===== config.mk =====
export PLATFORM = sky130hd
export DESIGN_NAME = jpeg_bitstream_burst_ctrl
export DESIGN_NICKNAME = d
export VERILOG_FILES = /design/src/rtl/jpeg_bitstream_burst_ctrl.sv
export SDC_FILE = /design/constraint.sdc
export NUM_CORES = 1
export LEC_CHECK = 0
export ABC_AREA = 1
export CORE_UTILIZATION = 45
export DETAILED_ROUTE_END_ITERATION = 8
export GPL_TIMING_DRIVEN = 0
export PLACE_DENSITY = 0.68
export SYNTH_ARGS = -nofsm -noshare
export SYNTH_HDL_FRONTEND = slang
export SYNTH_SLANG_ARGS = --single-unit

===== constraint.sdc =====
create_clock -name clk -period 3.2 [get_ports clk]
set_input_delay 0.32 -clock clk [delete_from_list [all_inputs] [get_ports clk]]
set_output_delay 0.32 -clock clk [all_outputs]
set_load 0.05 [all_outputs]

===== src/rtl/jpeg_bitstream_burst_ctrl.sv =====
// Read-side burst scheduler for the JPEG bitstream FIFO.
// Turns the FIFO water level into fixed-length write bursts and pops
// exactly the granted words through a 4-entry output skid buffer.
// frame_end arms a delayed flush that drains the residue as one short
// burst and then pulses frame_done.
module jpeg_bitstream_burst_ctrl #(
  parameter int DATA_WIDTH  = 32,
  parameter int LEVEL_WIDTH = 10,
  parameter int BURST_LEN   = 16,
  parameter int ADDR_WIDTH  = 32,
  parameter int SETTLE_CYC  = 8,
  parameter int FCNT_WIDTH  = 24
) (
  input  logic                   clk,
  input  logic                   rst_n,
  output logic                   fifo_rd_en,
  input  logic [DATA_WIDTH-1:0]  fifo_rd_data,
  input  logic                   fifo_rempty,
  input  logic [LEVEL_WIDTH-1:0] fifo_rd_level,
  input  logic [ADDR_WIDTH-1:0]  cfg_base_addr,
  input  logic                   frame_start,
  input  logic                   frame_end,
  output logic                   burst_req,
  output logic [ADDR_WIDTH-1:0]  burst_addr,
  output logic [7:0]             burst_len,
  input  logic                   burst_ack,
  output logic                   out_valid,
  output logic [DATA_WIDTH-1:0]  out_data,
  output logic                   out_last,
  input  logic                   out_ready,
  output logic                   frame_done,
  output logic [FCNT_WIDTH-1:0]  frame_words,
  output logic                   frame_err,
  output logic                   busy
);

  localparam int BPW = DATA_WIDTH / 8;
  localparam int SW  = $clog2(SETTLE_CYC + 1);
  localparam logic [LEVEL_WIDTH-1:0] BL_LVL = LEVEL_WIDTH'(BURST_LEN);

  typedef enum logic [1:0] {IDLE, REQ, XFER, DONE} state_t;

  state_t                         state_q, state_d;
  logic [7:0]                     len_q, len_d;
  logic [7:0]                     pop_left_q, pop_left_d;
  logic [7:0]                     emit_left_q, emit_left_d;
  logic [ADDR_WIDTH-1:0]          cur_addr_q, cur_addr_d;
  logic                           burst_req_q, burst_req_d;
  logic                           inflight_q, inflight_d;
  logic [3:0][DATA_WIDTH-1:0]     mem_q, mem_d;
  logic [1:0]                     wptr_q, wptr_d, rptr_q, rptr_d;
  logic [2:0]                     occ_q, occ_d;
  logic                           flush_pend_q, flush_pend_d;
  logic [SW-1:0]                  settle_q, settle_d;
  logic [FCNT_WIDTH-1:0]          fwords_q, fwords_d;
  logic                           ferr_q, ferr_d;
  logic                           fdone_q, fdone_d;

  logic pop, accept, armed;

  // Pop only while the buffer plus the word in flight leaves room; the
  // pop is gated by rst_n so a reset mid-burst stops reads immediately.
  always_comb begin
    pop = rst_n && (state_q == XFER) && (pop_left_q != 8'd0) && !fifo_rempty &&
          ((occ_q + {2'b0, inflight_q}) <= 3'd2);
  end

  assign out_valid   = (occ_q != 3'd0);
  assign accept      = out_valid && out_ready;
  assign out_last    = out_valid && (emit_left_q == 8'd1);
  assign out_data    = mem_q[rptr_q];
  assign armed       = flush_pend_q && (settle_q == '0);
  assign fifo_rd_en  = pop;
  assign burst_req   = burst_req_q;
  assign burst_addr  = cur_addr_q;
  assign burst_len   = len_q;
  assign frame_done  = fdone_q;
  assign frame_words = fwords_q;
  assign frame_err   = ferr_q;
  // DONE is the completion cycle itself: the flush is already disarmed,
  // so busy drops in the same cycle frame_done is high.
  assign busy        = (state_q == REQ) || (state_q == XFER) || flush_pend_q;

  // Next-state: skid buffer, flush timer, frame bookkeeping and scheduler FSM.
  always_comb begin
    state_d      = state_q;
    len_d        = len_q;
    pop_left_d   = pop_left_q;
    emit_left_d  = emit_left_q;
    cur_addr_d   = cur_addr_q;
    burst_req_d  = burst_req_q;
    inflight_d   = pop;
    mem_d        = mem_q;
    wptr_d       = wptr_q;
    rptr_d       = rptr_q;
    flush_pend_d = flush_pend_q;
    settle_d     = settle_q;
    fwords_d     = fwords_q;
    ferr_d       = ferr_q;
    fdone_d      = 1'b0;

    // FIFO data lands one cycle after the pop strobe
    if (inflight_q) begin
      mem_d[wptr_q] = fifo_rd_data;
      wptr_d        = wptr_q + 2'd1;
    end
    if (accept) begin
      rptr_d      = rptr_q + 2'd1;
      emit_left_d = emit_left_q - 8'd1;
      fwords_d    = fwords_q + FCNT_WIDTH'(1);
    end
    occ_d = occ_q + {2'b0, inflight_q} - {2'b0, accept};
    if (pop) pop_left_d = pop_left_q - 8'd1;

    // the level is not trusted for flushing until the settle timer expires
    if (flush_pend_q && (settle_q != '0)) settle_d = settle_q - SW'(1);
    if (frame_end && !flush_pend_q) begin
      flush_pend_d = 1'b1;
      settle_d     = SW'(SETTLE_CYC);
    end

    if (frame_start) begin
      if ((state_q == IDLE) && !flush_pend_q) begin
        cur_addr_d = cfg_base_addr;
        fwords_d   = '0;
      end else begin
        ferr_d = 1'b1;
      end
    end

    case (state_q)
      IDLE: begin
        if (fifo_rd_level >= BL_LVL) begin
          state_d     = REQ;
          len_d       = 8'(BURST_LEN);
          burst_req_d = 1'b1;
        end else if (armed && (fifo_rd_level != '0)) begin
          // level is below BURST_LEN here, so min() is the level itself
          state_d     = REQ;
          len_d       = 8'(fifo_rd_level);
          burst_req_d = 1'b1;
        end else if (armed && fifo_rempty) begin
          state_d      = DONE;
          flush_pend_d = 1'b0;
          fdone_d      = 1'b1;
        end
      end
      REQ: begin
        if (burst_ack) begin
          state_d     = XFER;
          burst_req_d = 1'b0;
          pop_left_d  = len_q;
          emit_left_d = len_q;
        end
      end
      XFER: begin
        if (accept && out_last) begin
          state_d    = IDLE;
          cur_addr_d = cur_addr_q + ADDR_WIDTH'(len_q) * ADDR_WIDTH'(BPW);
        end
      end
      DONE: state_d = IDLE;
      default: state_d = IDLE;
    endcase
  end

  // State registers; reset discards the buffer and clears everything.
  always_ff @(posedge clk) begin
    if (!rst_n) begin
      state_q      <= IDLE;
      len_q        <= '0;
      pop_left_q   <= '0;
      emit_left_q  <= '0;
      cur_addr_q   <= '0;
      burst_req_q  <= 1'b0;
      inflight_q   <= 1'b0;
      mem_q        <= '0;
      wptr_q       <= '0;
      rptr_q       <= '0;
      occ_q        <= '0;
      flush_pend_q <= 1'b0;
      settle_q     <= '0;
      fwords_q     <= '0;
      ferr_q       <= 1'b0;
      fdone_q      <= 1'b0;
    end else begin
      state_q      <= state_d;
      len_q        <= len_d;
      pop_left_q   <= pop_left_d;
      emit_left_q  <= emit_left_d;
      cur_addr_q   <= cur_addr_d;
      burst_req_q  <= burst_req_d;
      inflight_q   <= inflight_d;
      mem_q        <= mem_d;
      wptr_q       <= wptr_d;
      rptr_q       <= rptr_d;
      occ_q        <= occ_d;
      flush_pend_q <= flush_pend_d;
      settle_q     <= settle_d;
      fwords_q     <= fwords_d;
      ferr_q       <= ferr_d;
      fdone_q      <= fdone_d;
    end
  end

endmodule

# Word-level counts from Yosys, hierarchy flattened
# Cells that the tools add are included.
dict set report totals {
  mem_bits_rw 0
  latchBits 0
  ff_bits 226
  mem_count 0
  out_inout_bits 103
  wordCells 116
  in_bits 81
  romBits 0
}
dict set report op_classes {
  magnitude_cmp 5
  shift 0
  n_eq_ne 8
  n_bitwise 3
  n_mux 38
  n_addsub 9
  reduce_logical 33
  div_mod_pow 0
  multipliers 0
}
# operator n
set ops {}
lappend ops {{$mux 32} 6}
lappend ops {{$bwmux 128} 1}
lappend ops {{$mux 24} 3}
lappend ops {{$bmux 32 s2} 1}
lappend ops {{$demux 32 s2} 1}
lappend ops {{$mux 8} 8}
lappend ops {{$add 32x10->32} 1}
lappend ops {{$add 24x1->24 const B} 1}
lappend ops {{$sub 8x1->8 const B} 2}
lappend ops {{$logic_and 1x1->1} 14}
lappend ops {{$ge 10x5->1 const B} 1}
lappend ops {{$mux 2} 5}
lappend ops {{$reduce_bool 10->1} 1}
lappend ops {{$mux 1} 9}
lappend ops {{$eq 8x1->1 const B} 1}
lappend ops {{$mux 4} 2}
lappend ops {{$pmux 2 s4} 1}
lappend ops {{$reduce_bool 8->1} 1}
lappend ops {{$lt 2x3->1 const B} 2}
lappend ops {{$reduce_and 3->1} 2}
lappend ops {{$reduce_bool 2->1} 3}
lappend ops {{$add 2x1->2 const B} 2}
lappend ops {{$eq 2x2->1 const B} 2}
lappend ops {{$logic_not 4->1} 1}
lappend ops {{other kinds (20)} 25}

# Logic depth before layout (Yosys ltp)
dict set report depth {
  word_depth 8
  mapped_depth 13
  depth_no_buf 13
}

# Worst setup path before layout
# No wires, ideal clock.
dict set report synth_timing {
  kind {register -> output}
  start {register rptr_q[0]}
  end {output port out_data[10]}
  path_buffers 3
  path_slack_ns 1.056
  path_stages_with_launch 7
  t_required_ns 2.880
  arrival_ns 1.824
  cell_sequence {dfxtp_1 -> clkbuf_1 -> inv_1 -> buf_2 -> clkbuf_1 -> nor2_1 -> o22ai_1}
}
dict set report synth_between {
  elab_chain_len 2
}
# element line
set synth_rtl {}
lappend synth_rtl {{start: declaration} 51} ;# logic [1:0] wptr_q, wptr_d, rptr_q, rptr_d;
lappend synth_rtl {{start signal: assignment} 196} ;# rptr_q <= rptr_d;
lappend synth_rtl {{$bmux 32 s2} 71} ;# assign out_data = mem_q[rptr_q];
lappend synth_rtl {{$mux 32 (not written as such)} 71}
lappend synth_rtl {{end: declaration} 28} ;# output logic [DATA_WIDTH-1:0] out_data,
# Every way passes these cells. The select of a mux whose other input is x is not followed.

# Worst setup path in the final report
dict set report layout_timing {
  start {register rptr_q[0]}
  end {output port out_data[27]}
}
# The elaborated chain is that of the path after synthesis.

==> flow_summary_export.csv <==
group,metric,value,unit
finish,multi_input_area,5940,um2
timing,drv_slew,0,
hold_path,hold_path.class,"in2reg",
logic_synthesis,yosysWarnings,0,
finish,nNetsFinal,2028,
route,via_per_inst,5.31,
timing,fin_crit,3040,ps
pwr,ir_drop,0.663,mV
timing,setup_viol,0,
die,start_util,0.463,
timing,worst_pin_slew,755,ps
cts,clk_path_buf_depth,3,
place,preCtsSetupSlack,248,ps
critical_path,cp_data_arrival_time,2720,ps
timing,finalSetupTns,0,ps
global_route,grt_pass1_wl,57200,um
timing,fmax,329,MHz
logic_synthesis,synth_largest_area_cell,"dfxtp_1",
route,drtIter0Drc,988,
route,post_drt_wl_per_cell,15.8,um
timing,skew,17.8,ps
die,rows,57,
route,dr.pass1.iters,5,
route,drcViolationCount,0,
cts,h-tree-depth,1,
route,routed_wl,35700,um
pwr,power.density,727,nW/um2
run_status,status,"finished clean",
logic_synthesis,ys.flop_type,"dfxtp_1",
logic_synthesis,synth_edf_count,0,
critical_path,worstSetupEndpoint,"out_data[27]",
global_route,grt_overflow,0,
critical_path,crit_type,"reg2out",
critical_path,cp-start-kind,"register",
cts,cts.clk_slew.worst_paths,60,ps
logic_synthesis,synthTopCellsByArea,"dfxtp_1 (40%), nor2_1 (13%), o21ai_0 (11%), nand2_1 (8.8%), inv_1 (4.5%)",
logic_synthesis,synth_top_area_share,0.398,
die,chipWidth,161,um
finish,fillers,2398,
critical_path,startpoint,"rptr_q[0]$_SDFFE_PN0P_",
logic_synthesis,synth_area_per_cell,6.65,um2
place,place.gp.congestion,0.927,
cts,cts.sinks,226,
logic_synthesis,yosysMostFrequentCell,"nor2_1",
die,dieArea,25900,um2
die,io_pins,184,
timing,slew_headroom,0.497,
place,placed_cell_area,13600,um2
finish,area_growth_syn_to_layout,27.4,%
timing,rsz0062_at_grt,"false",
cts,cts_buffers,27,
global_route,antenna_found_initial,2,
timing,final_hold_viol_count,0,
route,vias,12000,
place,io_buffers,183,
logic_synthesis,syn_nets,1816,
logic_synthesis,yosysSeqAreaShare,0.398,
pwr,power_leakage,5.96,nW
cts,worstSkewPairLatency,530,ps
logic_synthesis,synth_cell_types,43,
hold_path,whs_path_depth,3,
critical_path,worstReg2RegStart,"state_q[1]$_SDFFE_PN0P_",
finish,postLayoutCellArea,14500,um2
critical_path,reg2reg_slack,920,ps
cts,cts_tree,"done",
logic_synthesis,ys_ff_latch,226,
timing,period_share,0.950,
place,dp.cells,2214,
cts,cts-root-buf,"clkbuf_16",
cts,cts_setup_buffers,0,
die,coreArea,24500,um2
logic_synthesis,synthArstFlopShare,0,
logic_synthesis,syn-cell-area,11400,um2
critical_path,cp_max_fo,10,
critical_path,worstReg2RegEnd,"burst_addr[15]$_SDFF_PN0_",
finish,register_area,4520,um2
logic_synthesis,yosys-top-cells-count,"nor2_1 (408), nand2_1 (265), o21ai_0 (241)",
job,cap_viol_max_count,0,
timing,fin_ws,159,ps
global_route,first_global_vias,11200,
global_route,grt_max_degree,13,
timing,fin_hold_ws,367,ps
critical_path,end_kind,"output port",
global_route,track_usage,0.272,
place,dp_hpwl,25500,um
critical_path,cp.required,2880,ps
die,chipHeight,161,um
finish,final_cells,2257,
route,ant_nets,0,
critical_path,reg2reg_depth,9,
logic_synthesis,netlist_instances,1707,
finish,drive_above_1_share,0.0507,
[cells in the final DEF, fill, tap and decap left out, types with 8 or more instances in the layout]
cell type        Yosys  final
nand3_1             69     69
ha_1                27     27
clkbuf_16            0     27
clkbuf_8             0      8
inv_1              135    135
o22ai_1             36     36
nor2_1             408    408
xor2_1              12     12
o21ai_1             16     16
clkbuf_2             0      9
clkdlybuf4s50_1      0    150
nand4_1             20     20
dfxtp_1            226    226
dlygate4sd2_1        0     25
o21ai_0            241    241
clkbuf_1            71     65
inv_2               16     16
a31oi_1              9      9
nand2_1            265    265
nor3_1              31     31
a21oi_1             55     55
[layout make-up]
class                           count  share of cell area
Antenna cell                        1            0.000173
Buffer                             82              0.0230
Clock buffer                       36              0.0546
Clock inverter                      6             0.00726
Inverter                          152              0.0396
Multi-Input combinational cell   1247               0.410
Sequential cell                   226               0.313
Tap cell                          324              0.0280
Timing Repair Buffer              183               0.124
[critical path, stage by stage (launching register included)]
cell and delay, ps:
dfxtp_1 320, clkbuf_1 240, inv_1 120, buf_2 230, clkbuf_2 310, nor2_1 70
o22ai_1 310, dlygate4sd2_1 580
[worst min-delay path by stage]
stage | to | startpoint
5_1_grt | burst_addr[4]$_SDFF_PN0_ | cfg_base_addr[4]
6_report | burst_addr[4]$_SDFF_PN0_ | cfg_base_addr[4]
3_5_place_dp | frame_err$_SDFFE_PN0P_ | frame_err$_SDFFE_PN0P_
4_1_cts | burst_addr[4]$_SDFF_PN0_ | cfg_base_addr[4]
3_3_place_gp | settle_q[0]$_SDFFE_PP0P_ | settle_q[0]$_SDFFE_PP0P_
2_1_floorplan | settle_q[0]$_SDFFE_PP0P_ | settle_q[0]$_SDFFE_PP0P_
[report_power, final]
group	leakage, nW	switching, mW	internal (mW)	total [mW]
Clock	0.446	1.18	1.94	3.12
Sequential	1.83	0.230	3.06	3.29
Combinational	3.69	2.86	1.24	4.10
[cell families (layout without fill, tap and decap cells)]
logic type      count (synthesis)  count (layout)  share of synthesized area
buf+inv                       234             459                     0.0790
other cells                     0               1                          0
flops                         226             226                      0.398
compound gates                376             376                      0.176
fa+ha+maj                      28              28                     0.0315
simple gates                  825             825                      0.301
xor+xnor                       18              18                     0.0139
[timing repair]
item / in CTS / in global routing
gates cloned: 0 / 0
gates resized for setup: 35 / 12
endpoints found under the setup margin: 33 / 15
hold buffers: 0 / 0
[stage by stage]
stage | power, mW | utilization
5_1_grt | 11.0 | 0.590
6_report | 10.5 | 0.590
2_1_floorplan | 6.16 | -
3_3_place_gp | 7.51 | 0.554
3_5_place_dp | 7.54 | 0.554
4_1_cts | 10.5 | 0.589
[state kept, by name, summed over array words and instances (netlist names)]
signal and flops:
burst_addr 32, burst_len 8, burst_req 1, emit_left_q 8, flush_pend_q 1, frame_done 1
frame_err 1, frame_words 24, inflight_q 1, mem_q 128, occ_q 3, pop_left_q 8
rptr_q 2, settle_q 4, state_q 2, wptr_q 2
[layer usage]
layer	routed length [um]	vias to the layer above	part of all wire	GRT usage
met5	15	-	0.00042	0
met1	16400	5502	0.46	0.381
met4	1100	2	0.031	0.0973
met2	15800	434	0.44	0.428
li1	-	5972	-	-
met3	2460	73	0.069	0.0354
(Power assumes the default switching activity.)
